**src/rtl/dma_burst_sched.sv**
```systemverilog
// rtl/dma_burst_sched.sv - splits one DMA descriptor into AXI-legal burst requests
// Define DMA_UNALIGNED_EN to enable head/tail partial beats with byte strobes.
module dma_burst_sched #(
  parameter int ADDR_WIDTH  = 32,
  parameter int DATA_WIDTH  = 32,
  parameter int MAX_BEATS   = 256,
  parameter int BYTES_WIDTH = 32
) (
  input  logic                    clk,
  input  logic                    rst,
  input  logic                    start_i,
  input  logic [ADDR_WIDTH-1:0]   addr_i,
  input  logic [BYTES_WIDTH-1:0]  num_bytes_i,
  input  logic                    mode_i,
  input  logic                    abort_i,
  output logic                    req_valid_o,
  input  logic                    req_ready_i,
  output logic [ADDR_WIDTH-1:0]   req_addr_o,
  output logic [7:0]              req_alen_o,
  output logic [2:0]              req_size_o,
  output logic                    req_mode_o,
  output logic [DATA_WIDTH/8-1:0] req_strb_o,
  output logic                    busy_o,
  output logic                    done_o,
  output logic                    aborted_o
);
  localparam int STRB_W = DATA_WIDTH / 8;
  localparam int LB     = $clog2(STRB_W);
  localparam logic [BYTES_WIDTH-1:0] BEAT_BYTES = BYTES_WIDTH'(STRB_W);
  localparam logic [BYTES_WIDTH-1:0] FIXED_CAP  = BYTES_WIDTH'(16);
  localparam logic [BYTES_WIDTH-1:0] INCR_CAP   = BYTES_WIDTH'(MAX_BEATS);

  typedef enum logic [1:0] {IDLE, CALC, REQ, DONE} state_t;

  state_t                 state_q, state_d;
  logic [ADDR_WIDTH-1:0]  addr_q, addr_d;
  logic [BYTES_WIDTH-1:0] rem_q, rem_d;
  logic [BYTES_WIDTH-1:0] cons_q, cons_d;
  logic                   mode_q, mode_d;
  logic                   abort_q, abort_d;
  logic [ADDR_WIDTH-1:0]  req_addr_q, req_addr_d;
  logic [7:0]             req_alen_q, req_alen_d;
  logic [STRB_W-1:0]      req_strb_q, req_strb_d;

  logic [12:0]            room_4k;
  logic [BYTES_WIDTH-1:0] beats;
  logic [ADDR_WIDTH-1:0]  burst_addr;
  logic [7:0]             burst_alen;
  logic [STRB_W-1:0]      burst_strb;
  logic [BYTES_WIDTH-1:0] burst_cons;
`ifdef DMA_UNALIGNED_EN
  logic [LB-1:0]          off;
  logic [BYTES_WIDTH-1:0] head_room;
  logic [STRB_W-1:0]      low_mask;
`endif

  // Next burst from the current address/remaining count; body first, head/tail overrides.
  always_comb begin
    room_4k = 13'h1000 - {1'b0, addr_q[11:0]};
    beats   = rem_q >> LB;
    if (mode_q) begin
      if (beats > FIXED_CAP) beats = FIXED_CAP;
    end else begin
      if (beats > INCR_CAP) beats = INCR_CAP;
      if (beats > BYTES_WIDTH'(room_4k >> LB)) beats = BYTES_WIDTH'(room_4k >> LB);
    end
    burst_addr = {addr_q[ADDR_WIDTH-1:LB], {LB{1'b0}}};
    burst_alen = 8'(beats - BYTES_WIDTH'(1));
    burst_strb = {STRB_W{1'b1}};
    burst_cons = beats << LB;
`ifdef DMA_UNALIGNED_EN
    off       = addr_q[LB-1:0];
    head_room = BEAT_BYTES - BYTES_WIDTH'(off);
    low_mask  = ~({STRB_W{1'b1}} << rem_q[LB-1:0]);
    if ((off != '0) || (rem_q < BEAT_BYTES)) begin
      burst_alen = 8'd0;
      if (rem_q >= head_room) begin
        burst_strb = {STRB_W{1'b1}} << off;
        burst_cons = head_room;
      end else begin
        burst_strb = low_mask << off;
        burst_cons = rem_q;
      end
    end
`endif
  end

  always_comb begin
    state_d    = state_q;
    addr_d     = addr_q;
    rem_d      = rem_q;
    cons_d     = cons_q;
    mode_d     = mode_q;
    abort_d    = abort_q;
    req_addr_d = req_addr_q;
    req_alen_d = req_alen_q;
    req_strb_d = req_strb_q;
    if ((state_q != IDLE) && abort_i) abort_d = 1'b1;
    unique case (state_q)
      IDLE: begin
        if (start_i) begin
`ifdef DMA_UNALIGNED_EN
          addr_d = addr_i;
          rem_d  = num_bytes_i;
`else
          addr_d = addr_i & ~ADDR_WIDTH'(STRB_W - 1);
          rem_d  = num_bytes_i & ~BYTES_WIDTH'(STRB_W - 1);
`endif
          mode_d  = mode_i;
          abort_d = 1'b0;
          state_d = CALC;
        end
      end
      CALC: begin
        if (abort_q || (rem_q == '0)) begin
          state_d = DONE;
        end else begin
          req_addr_d = burst_addr;
          req_alen_d = burst_alen;
          req_strb_d = burst_strb;
          cons_d     = burst_cons;
          state_d    = REQ;
        end
      end
      REQ: begin
        // The request stays up until accepted; a pending abort only acts afterwards.
        if (req_ready_i) begin
          rem_d = (rem_q > cons_q) ? (rem_q - cons_q) : '0;
          if (!mode_q) addr_d = addr_q + ADDR_WIDTH'(cons_q);
          state_d = ((rem_d == '0) || abort_q) ? DONE : CALC;
        end
      end
      DONE: begin
        abort_d = 1'b0;
        state_d = IDLE;
      end
      default: state_d = IDLE;
    endcase
  end

  always_ff @(posedge clk) begin
    if (rst) begin
      state_q    <= IDLE;
      addr_q     <= '0;
      rem_q      <= '0;
      cons_q     <= '0;
      mode_q     <= 1'b0;
      abort_q    <= 1'b0;
      req_addr_q <= '0;
      req_alen_q <= '0;
      req_strb_q <= '0;
    end else begin
      state_q    <= state_d;
      addr_q     <= addr_d;
      rem_q      <= rem_d;
      cons_q     <= cons_d;
      mode_q     <= mode_d;
      abort_q    <= abort_d;
      req_addr_q <= req_addr_d;
      req_alen_q <= req_alen_d;
      req_strb_q <= req_strb_d;
    end
  end

  assign req_valid_o = (state_q == REQ);
  assign req_addr_o  = req_addr_q;
  assign req_alen_o  = req_alen_q;
  assign req_size_o  = 3'(LB);
  assign req_mode_o  = mode_q;
  assign req_strb_o  = req_strb_q;
  assign busy_o      = (state_q != IDLE);
  assign done_o      = (state_q == DONE);
  assign aborted_o   = (state_q == DONE) && abort_q;

endmodule
```
**config.mk**
```make
export PLATFORM = sky130hd
export DESIGN_NAME = dma_burst_sched
export DESIGN_NICKNAME = d
export VERILOG_FILES = /design/src/rtl/dma_burst_sched.sv
export SDC_FILE = /design/constraint.sdc
export NUM_CORES = 1
export LEC_CHECK = 0
export CORE_MARGIN = 2
export CORE_UTILIZATION = 55
export DETAILED_ROUTE_END_ITERATION = 16
export PLACE_DENSITY_LB_ADDON = 0.15
export SLEW_MARGIN = 20
export SYNTH_ARGS = -nofsm -noshare
export SYNTH_HDL_FRONTEND = slang
export SYNTH_SLANG_ARGS = --single-unit
```
**constraint.sdc**
```tcl
create_clock -name clk -period 5.99 [get_ports clk]
set_input_delay 0.599 -clock clk [delete_from_list [all_inputs] [get_ports clk]]
set_output_delay 0.599 -clock clk [all_outputs]
set_load 0.02 [all_outputs]
```
* Word-level counts from Yosys, hierarchy flattened
Cells that the tools add are included.
** Storage, ports and cells
- Register bits :: 137
** Cells by class
- Muxes and demuxes :: 21
- Add/sub/neg operators :: 4
- $lt $le $gt $ge :: 4
- Equal/unequal tests :: 6
- Reduce and logical (&&, ||, !) cells :: 14
- Bitwise operators :: 1
** Operator list (number)
- two-way mux 32 bit :: 7
- case mux 32 bit (2 select lines) :: 2
- two-way mux 30 bit :: 4
- zero test 32 bit :: 2
- adder 32 bit :: 1
- greater-than comparator 32 x 11 -> 1 bit :: 1
- greater-than comparator 32 bit :: 1
- subtractor 32 bit :: 1
- greater-than comparator 30 x 5 -> 1 bit, second input constant :: 1
- greater-than comparator 30 x 9 -> 1 bit, second input constant :: 1
- subtractor 13 x 12 -> 13 bit, first input constant :: 1
- case mux 2 bit (4 select lines) :: 1
- subtractor 8 x 1 -> 8 bit, second input constant :: 1
- two-way mux 2 bit :: 3
- AND reduction 2 bit :: 3
- == test 2 bit, second input constant :: 2
- != test 2 bit, second input constant :: 2
- AND reduction 4 bit :: 1
- nonzero test 2 bit :: 2
- two-way mux 1 bit :: 3
- AND reduction 3 bit :: 1
- == test 2 x 1 -> 1 bit, second input constant :: 1
- logical AND 1 bit :: 2
- zero test 2 bit :: 1
- other kinds (4) :: 5

* Logic depth before layout (Yosys ltp)
Gate-level depths: netlist (run 1).
- Depth after elaboration :: 7
- Gate-level depth with buffers :: 18
- Gate-level depth less buffers :: 18

* Least setup slack after synthesis (run 1)
Ideal clock, no wire load.
- Path type :: register to register
- From :: register rem_q[3]
- To :: register req_alen_q[6], in the netlist req_alen_o[6]
- Stages on the path, launching flop included :: 18
- Clock period less this slack :: 4.283 ns
- Slack :: 1.707 ns
- Required time :: 5.904 ns
- Path buffers :: 0
- Data arrival time :: 4.198 ns
- Library setup time :: 0.086 ns
- Cell sequence :: dfxtp_1 or4_4 o31a_1 nor3_1 and2_1 ha_1 nand4_1 nor3_1 nor4b_2 a2111oi_0 a22o_2 a22oi_2 ha_1 inv_1 a221oi_1 nand4b_1 xor2_1 a211oi_1
** Between the ends
- Longest elaborated chain between the ends :: 7
- Elaborated cells between the ends (all ways) :: 13
- Those cells by class :: add/sub: 1; order compare: 3; mux: 5; bitwise: 1; reduce/logical: 3
** RTL lines
- start: declaration :: RTL line 37 : logic [BYTES_WIDTH-1:0] rem_q, rem_d;
- start signal: assignment :: RTL line 155 : rem_q <= rem_d;
- greater-than comparator 30 x 9 -> 1 bit :: RTL line 64 : if (beats > INCR_CAP) beats = INCR_CAP;
- two-way mux 30 bit :: RTL line 64
- two-way mux 32 bit :: RTL line 61 : if (mode_q) begin
- greater-than comparator 32 x 11 -> 1 bit :: RTL line 65 : if (beats > BYTES_WIDTH'(room_4k >> LB)) beats = BYTES_WIDTH'(room_4k >> LB);
- two-way mux 30 bit :: RTL line 65
- two-way mux 30 bit :: RTL line 61
- subtractor 8 x 1 -> 8 bit :: RTL line 68 : burst_alen = 8'(beats - BYTES_WIDTH'(1));
- end signal: assignment :: RTL line 160 : req_alen_q <= req_alen_d;
- end: declaration :: RTL line 42 : logic [7:0] req_alen_q, req_alen_d;
Several ways; a longest one is shown, not always the timed one. The select of a mux whose other input is x is not followed.
A chain may end at the register's enable or synchronous reset.

* Worst setup path in the final report (run 1)
Same ends and word-level chain as after synthesis.

==> results.tsv, run 1 <==
metric	value	unit
Worst-path clk slew	0.06	ns
cell taking the most area after synthesis	dfxtp_1	
CP cell instances	or4_4 > o31a_1 > nor3_1 > and2_1 > ha_1 > nand4_1 > nor3_1 > nor4b_2 > a2111oi_0 > a22o_2 > a22oi_2 > ha_1 > inv_1 > a221oi_1 > nand4b_1 > xor2_1 > a211oi_1	
final setup violation count	0	
Post-Route WL	28700	um
Rows	48	
worst-case hold slack	0.451	ns
post-synth top area share	28.1	%
PwrDens	608	nW/um^2
postcts setup bufs	0	
# fillers	1515	
Yosys warning count	0	
initial antenna violation count	0	
die span in y	136	um
Initial Util	56.1	%
post-DR vias/cell	6.16	
Synth Flop Type	dfxtp_1	
# placed instances	1537	
Fin. Hold Viols	0	
layout cell share with drive strength beyond 1	5.50	%
synthesized flop and latch total	135	
Hold Crit Class	flop to flop	
vias in the first global route	8885	
Final nets	1480	
slowest CP cell	or4_4	
Slew Limit Fails	0	
total CTS buffers	17	
async set-reset flop share out of synthesis	0	%
Final Non-Filler Cells	1570	
largest net degree at the start of global routing	76	
Iter 0 DRT Violations	848	
Fin Setup TNS	0	ns
Worst EP required	6.32	ns
Avg WL per Cell	18.3	um
CP Max Fanout	7	
run status	completed	
buffers added on ports	112	
clock tree buffer depth	2	
delay of the slowest critical-path stage	0.55	ns
Clock Latency Late Sink	0.43	ns
global-route wire length before repair	46000	um
htree depth	4	
slew at the pin closest to its max-slew limit	0.787	ns
total grt overflow	0	
First-pass DRT Iterations	5	
Post-synth EDFFs	0	
# DRC	0	
fin util	66.9	%
crit start category	flop	
Mapped Area	9630	sq um
CTS tree	yes	
Period minus WS final	5.06	ns
relative slew slack	47.5	%
ANT nets after route	0	
Area growth syn-to-layout	19.3	%
RSZ-0062 raised after global routing	no	
dpl ws	1.06	ns
peak supply drop	528	uV
hold-fix buffers at CTS	0	
clock root buffer	clkbuf_16	
fin crit share	84.4	%
Die Wd	136	um
Setup WS post-layout	0.933	ns
Sinks on Clock Net	135	
Unique masters post-synth	76	
die area	18600	sq um
Critical path buffers and inverters	1	
Worst Skew	0.0148	ns
# IOs	122	
maxcap violations	0	
Tot GR Track Use	31.3	%
cell count after synthesis	1261	
Pleak	4.51	nW
diodes inserted	0	
GP Congestion	0.939	
crit path capture type	flop	
sequential share of the synthesized area	28.1	%
critical path type	flop to flop	
post-CTS resize count	0	
syn avg cell area	7.64	sq um
top post-synthesis cells by area	dfxtp_1 28%, ha_1 9.9%, a21oi_1 6.2%, nand2_1 5.1%, a211oi_1 5.1%	
arrival time worst endpoint	5.39	ns
crit-path leading delay family	simple AND/OR/NAND/NOR gates	
Max Freq	0.198	GHz
Vias	9668	
core area	17200	sq um
DP HPWL	20700	um
==> cells in the final DEF, fill, tap and decap left out, types with 13 or more instances in the layout <==
| master | count |
|---|---|
| nor3_1 | 64 |
| nand4_1 | 14 |
| a21oi_1 | 119 |
| inv_1 | 59 |
| mux2i_1 | 13 |
| xor2_1 | 22 |
| clkbuf_16 | 17 |
| a211oi_1 | 64 |
| a221oi_1 | 14 |
| a21o_1 | 27 |
| and2_1 | 20 |
| and3_1 | 14 |
| nand2_1 | 131 |
| dfxtp_1 | 135 |
| xnor2_1 | 25 |
| nor2_1 | 122 |
| nand3_1 | 26 |
| clkdlybuf4s50_1 | 111 |
| o21ai_0 | 49 |
| ha_1 | 75 |
==> sequential cells by signal, summed over array words and instances (netlist names) <==
name	cells
req_mode_o	1
state_q	2
req_addr_o	30
req_strb_o	1
addr_q	30
abort_q	1
req_alen_o	8
rem_q	32
cons_q	30
==> stage by stage <==
stage	area (sq um)	total power [mW]
after floorplan	9650	4.59
after global placement	10800	5.69
after detailed placement	10800	5.75
after CTS	11500	6.89
after global routing	11500	7.53
final	11500	6.99
==> report_power, final <==
part	total [mW]	leakage (nW)	switching, mW	internal (mW)
Sequential	1.43	1.11	0.271	1.16
Combinational	4.43	3.11	2.72	1.71
Clock	1.13	0.300	0.449	0.677
==> metal layers <==
layer,vias up,track usage (%),wire (um)
li1,4764,-,-
met5,-,0,0
met2,372,47.9,12600
met3,50,5.48,2190
met4,0,9.14,667
met1,4482,45.1,13200
==> Yosys cell counts, types with 5 or more instances <==
cell type / count
ha_1: 76
nor4_1: 9
or2_2: 6
nand2_1: 131
o21a_1: 11
a211o_1: 5
or3_1: 8
a211oi_1: 65
inv_1: 60
xor2_1: 22
dfxtp_1: 135
nor3_1: 64
o31a_1: 6
o211ai_1: 11
nor2_1: 122
a2111oi_0: 6
o21bai_1: 5
a31o_2: 6
nor2b_1: 11
nand3_1: 26
o221ai_1: 10
or4_1: 5
a311oi_1: 6
nor3b_1: 5
xnor2_1: 25
buf_4: 8
a21o_1: 27
a21oi_1: 120
o21ai_0: 50
clkbuf_1: 62
and2_1: 21
a221oi_1: 14
and3_1: 14
a31oi_1: 6
nand4_1: 14
mux2i_1: 13
==> area by class of cell <==
cell class	instances	area, sq um	share of cell area, %
clock inverters	14	186	1.62
clock buffers	18	439	3.82
flip-flops and latches	135	2700	23.5
repair buffers	121	1210	10.5
inverters	60	225	1.96
well taps	225	282	2.45
multi-input cells	997	6440	56.1
==> worst min-delay path: stages, from the launching register on <==
cell	delay [ns]
dfxtp_1	0.31
nand2_1	0.05
a21oi_1	0.05
==> worst paths after layout <==
path	from	endpoint	slack, ns	depth (start not counted)
worst min-delay path	req_addr_o[19]	req_addr_o[19]	0.45	2
worst max-delay path	rem_q[3]	req_alen_o[6]	0.93	17
worst min register to register	req_addr_o[19]	req_addr_o[19]	0.45	2
worst max register to register	rem_q[3]	req_alen_o[6]	0.93	17
==> logic make-up (layout without fill, tap and decap cells) <==
kind of cell             Yosys count  after routing  share of synthesized area (%)
AND/OR/NAND/NOR                  457            457                           22.6
AO/OA/AOI/OAI                    393            393                           27.6
flip-flops                       135            135                           28.1
buffers and inverters            134            213                           5.54
adder cells (fa/ha/maj)           78             78                           10.3
XOR/XNOR                          47             47                           4.28
multiplexers                      15             15                           1.59
other                              2              7                         0.0780
Note: power is estimated with default switching activity, not from simulation.
==> run 2, diff against run 1 <==
==> constraint.sdc (replaced) <==
create_clock -name clk -period 5.2 [get_ports clk]
set_input_delay 0.52 -clock clk [delete_from_list [all_inputs] [get_ports clk]]
set_output_delay 0.52 -clock clk [all_outputs]
set_load 0.02 [all_outputs]
==> run 2 against run 1 <==
Flip-flop and latch count unchanged. First-iteration DRC count decreased by 11%. Clock power increased by 19%. Critical path depth increased by 1. Register-to-register slack got worse by 0.48 ns. Maximum frequency increased by 6.5%. Die area unchanged.
==> results.tsv, run 2 (synthesis gave the netlist of run 1 again) <==
metric	value	unit	change
Total Power	8.11	mW	+16%
worst setup path endpoint	req_alen_o[6]		
post-DR vias/cell	6.23		+1.2%
Sinks on Clock Net	135		unchanged
diodes inserted	0		unchanged
Fin. Hold Viols	0		unchanged
htree depth	4		unchanged
# DRC	0		unchanged
Setup WS post-layout	0.454	ns	-0.480 ns
fin crit share	91.3	%	+6.9 points
delay of the slowest critical-path stage	0.57	ns	+0.02 ns
CP cell instances	or4_4 > o31a_1 > nor3_1 > buf_4 > and2_1 > ha_1 > nand4_1 > nor3_1 > nor4b_2 > a2111oi_0 > a22o_2 > a22oi_2 > ha_1 > inv_1 > a221oi_1 > nand4b_1 > xor2_1 > a211oi_1		
Worst-path clk slew	0.06	ns	about the same
Final Non-Filler Cells	1571		+0.064%
Fin Setup TNS	0	ns	unchanged
GP Congestion	0.930		-0.94%
total CTS buffers	17		unchanged
Critical path buffers and inverters	2		+1
Die Wd	136	um	unchanged
commonest cells after routing, fill and taps aside	135 x dfxtp_1, 131 x nand2_1, 122 x nor2_1		
arrival time worst endpoint	5.09	ns	-0.30 ns
crit start category	flop		
R2R Setup Slk	0.45	ns	-0.48 ns
cell depth of the worst setup path	18		+1
reg2reg start	rem_q[3]		
clock root buffer	clkbuf_16		
layout cell share with drive strength beyond 1	5.42	%	-0.078 points
Iter 0 DRT Violations	758		-11%
Clock Latency Late Sink	0.43	ns	about the same
postcts setup bufs	0		unchanged
clock tree buffer depth	2		unchanged
Post-Route WL	28900	um	+0.91%
maxcap violations	0		unchanged
DP HPWL	21100	um	+1.9%
largest net degree at the start of global routing	92		+21%
Initial Util	56.1	%	unchanged
# placed instances	1538		+0.065%
ANT nets after route	0		unchanged
Rows	48		unchanged
Final nets	1481		+0.068%
vias in the first global route	8956		+0.80%
global-route wire length before repair	46400	um	+0.86%
slew at the pin closest to its max-slew limit	0.954	ns	+0.166 ns
run status	completed		
Vias	9788		+1.2%
Pleak	4.53	nW	+0.35%
buffers added on ports	112		unchanged
hold-fix buffers at CTS	0		unchanged
RSZ-0062 raised after global routing	no		
Worst Skew	0.0108	ns	-0.00399 ns
Biggest register	rem_q		
Area growth syn-to-layout	19.6	%	
Max Freq	0.211	GHz	+6.5%
total grt overflow	0		unchanged
initial antenna violation count	0		unchanged
die span in y	136	um	unchanged
die area	18600	sq um	unchanged
Cell Area, Placed	10800	sq um	about the same
core area	17200	sq um	unchanged
CP Max Fanout	7		unchanged
Avg WL per Cell	18.4	um	+0.85%
worst-case hold slack	0.451	ns	-0.0000620 ns
Slew Limit Fails	0		unchanged
crit-path leading delay family	simple AND/OR/NAND/NOR gates		
PwrDens	704	nW/um^2	+16%
crit path capture type	flop		
post-CTS resize count	0		unchanged
# fillers	1517		+0.13%
dpl ws	0.522	ns	-0.534 ns
commonest non-fill, non-tap cell in the layout	dfxtp_1		
First-pass DRT Iterations	5		unchanged
# IOs	122		unchanged
Worst setup startpoint	rem_q[3]		
slowest CP cell	or4_4		
Worst EP required	5.54	ns	-0.78 ns
fin util	67.1	%	+0.20 points
critical path type	flop to flop		
Period minus WS final	4.75	ns	-0.310 ns
Hold Crit Class	flop to flop		
CTS tree	yes		
final setup violation count	0		unchanged
max reg flops	32		unchanged
Finished Cell Area	11500	sq um	+0.30%
Worst R2R End	req_alen_o[6]		
Tot GR Track Use	31.5	%	+0.15 points
R2R cell count	18		+1
relative slew slack	36.4	%	-11 points
peak supply drop	673	uV	+27%
[run 2: power by group]
group / internal, mW / leakage, nW / total, mW / switching (mW)
Clock: 0.859 / 0.310 / 1.35 / 0.490
Combinational: 1.96 / 3.11 / 5.11 / 3.15
Sequential: 1.33 / 1.11 / 1.64 / 0.308
[run 2: how the worst min path moves through the flow]
| stage | start | end | slack (ns) | cells past startpoint |
|---|---|---|---|---|
| floorplan | rem_q[0] | rem_q[0] | 0.43 | 1 |
| global route | req_addr_o[6] | req_addr_o[6] | 0.47 | 2 |
| global placement | req_addr_o[11] | req_addr_o[11] | 0.44 | 2 |
| CTS | req_addr_o[8] | req_addr_o[8] | 0.45 | 2 |
| detailed placement | req_addr_o[14] | req_addr_o[14] | 0.45 | 2 |
| finish | req_addr_o[4] | req_addr_o[4] | 0.45 | 2 |
[run 2: worst reg2reg max path, delay by kind of cell, from the launching register on]
kind | cells | cell delay (ns)
and+or+nand+nor | 7 | 1.96
DFF | 1 | 0.40
adders and majority gates | 2 | 0.38
xor gates and xnor gates | 1 | 0.18
buffers and inverters | 2 | 0.21
AOI/OAI and AO/OA | 6 | 1.53
[run 2: layout make-up]
| cell class | count | area (sq um) | share of cell area [%] |
|---|---|---|---|
| Tap cell | 225 | 282 | 2.44 |
| Sequential cell | 135 | 2700 | 23.5 |
| Timing Repair Buffer | 122 | 1210 | 10.5 |
| Clock inverter | 13 | 220 | 1.91 |
| Multi-Input combinational cell | 997 | 6440 | 55.9 |
| Inverter | 60 | 225 | 1.96 |
| Clock buffer | 19 | 433 | 3.76 |
[run 2: layer usage]
| layer | up-vias | global-route usage (%) | wire length [um] |
|---|---|---|---|
| li1 | 4762 | - | - |
| met1 | 4551 | 44.7 | 13300 |
| met2 | 419 | 49.1 | 12800 |
| met3 | 56 | 3.88 | 2080 |
| met4 | 0 | 11.0 | 750 |
| met5 | - | 0 | 0 |
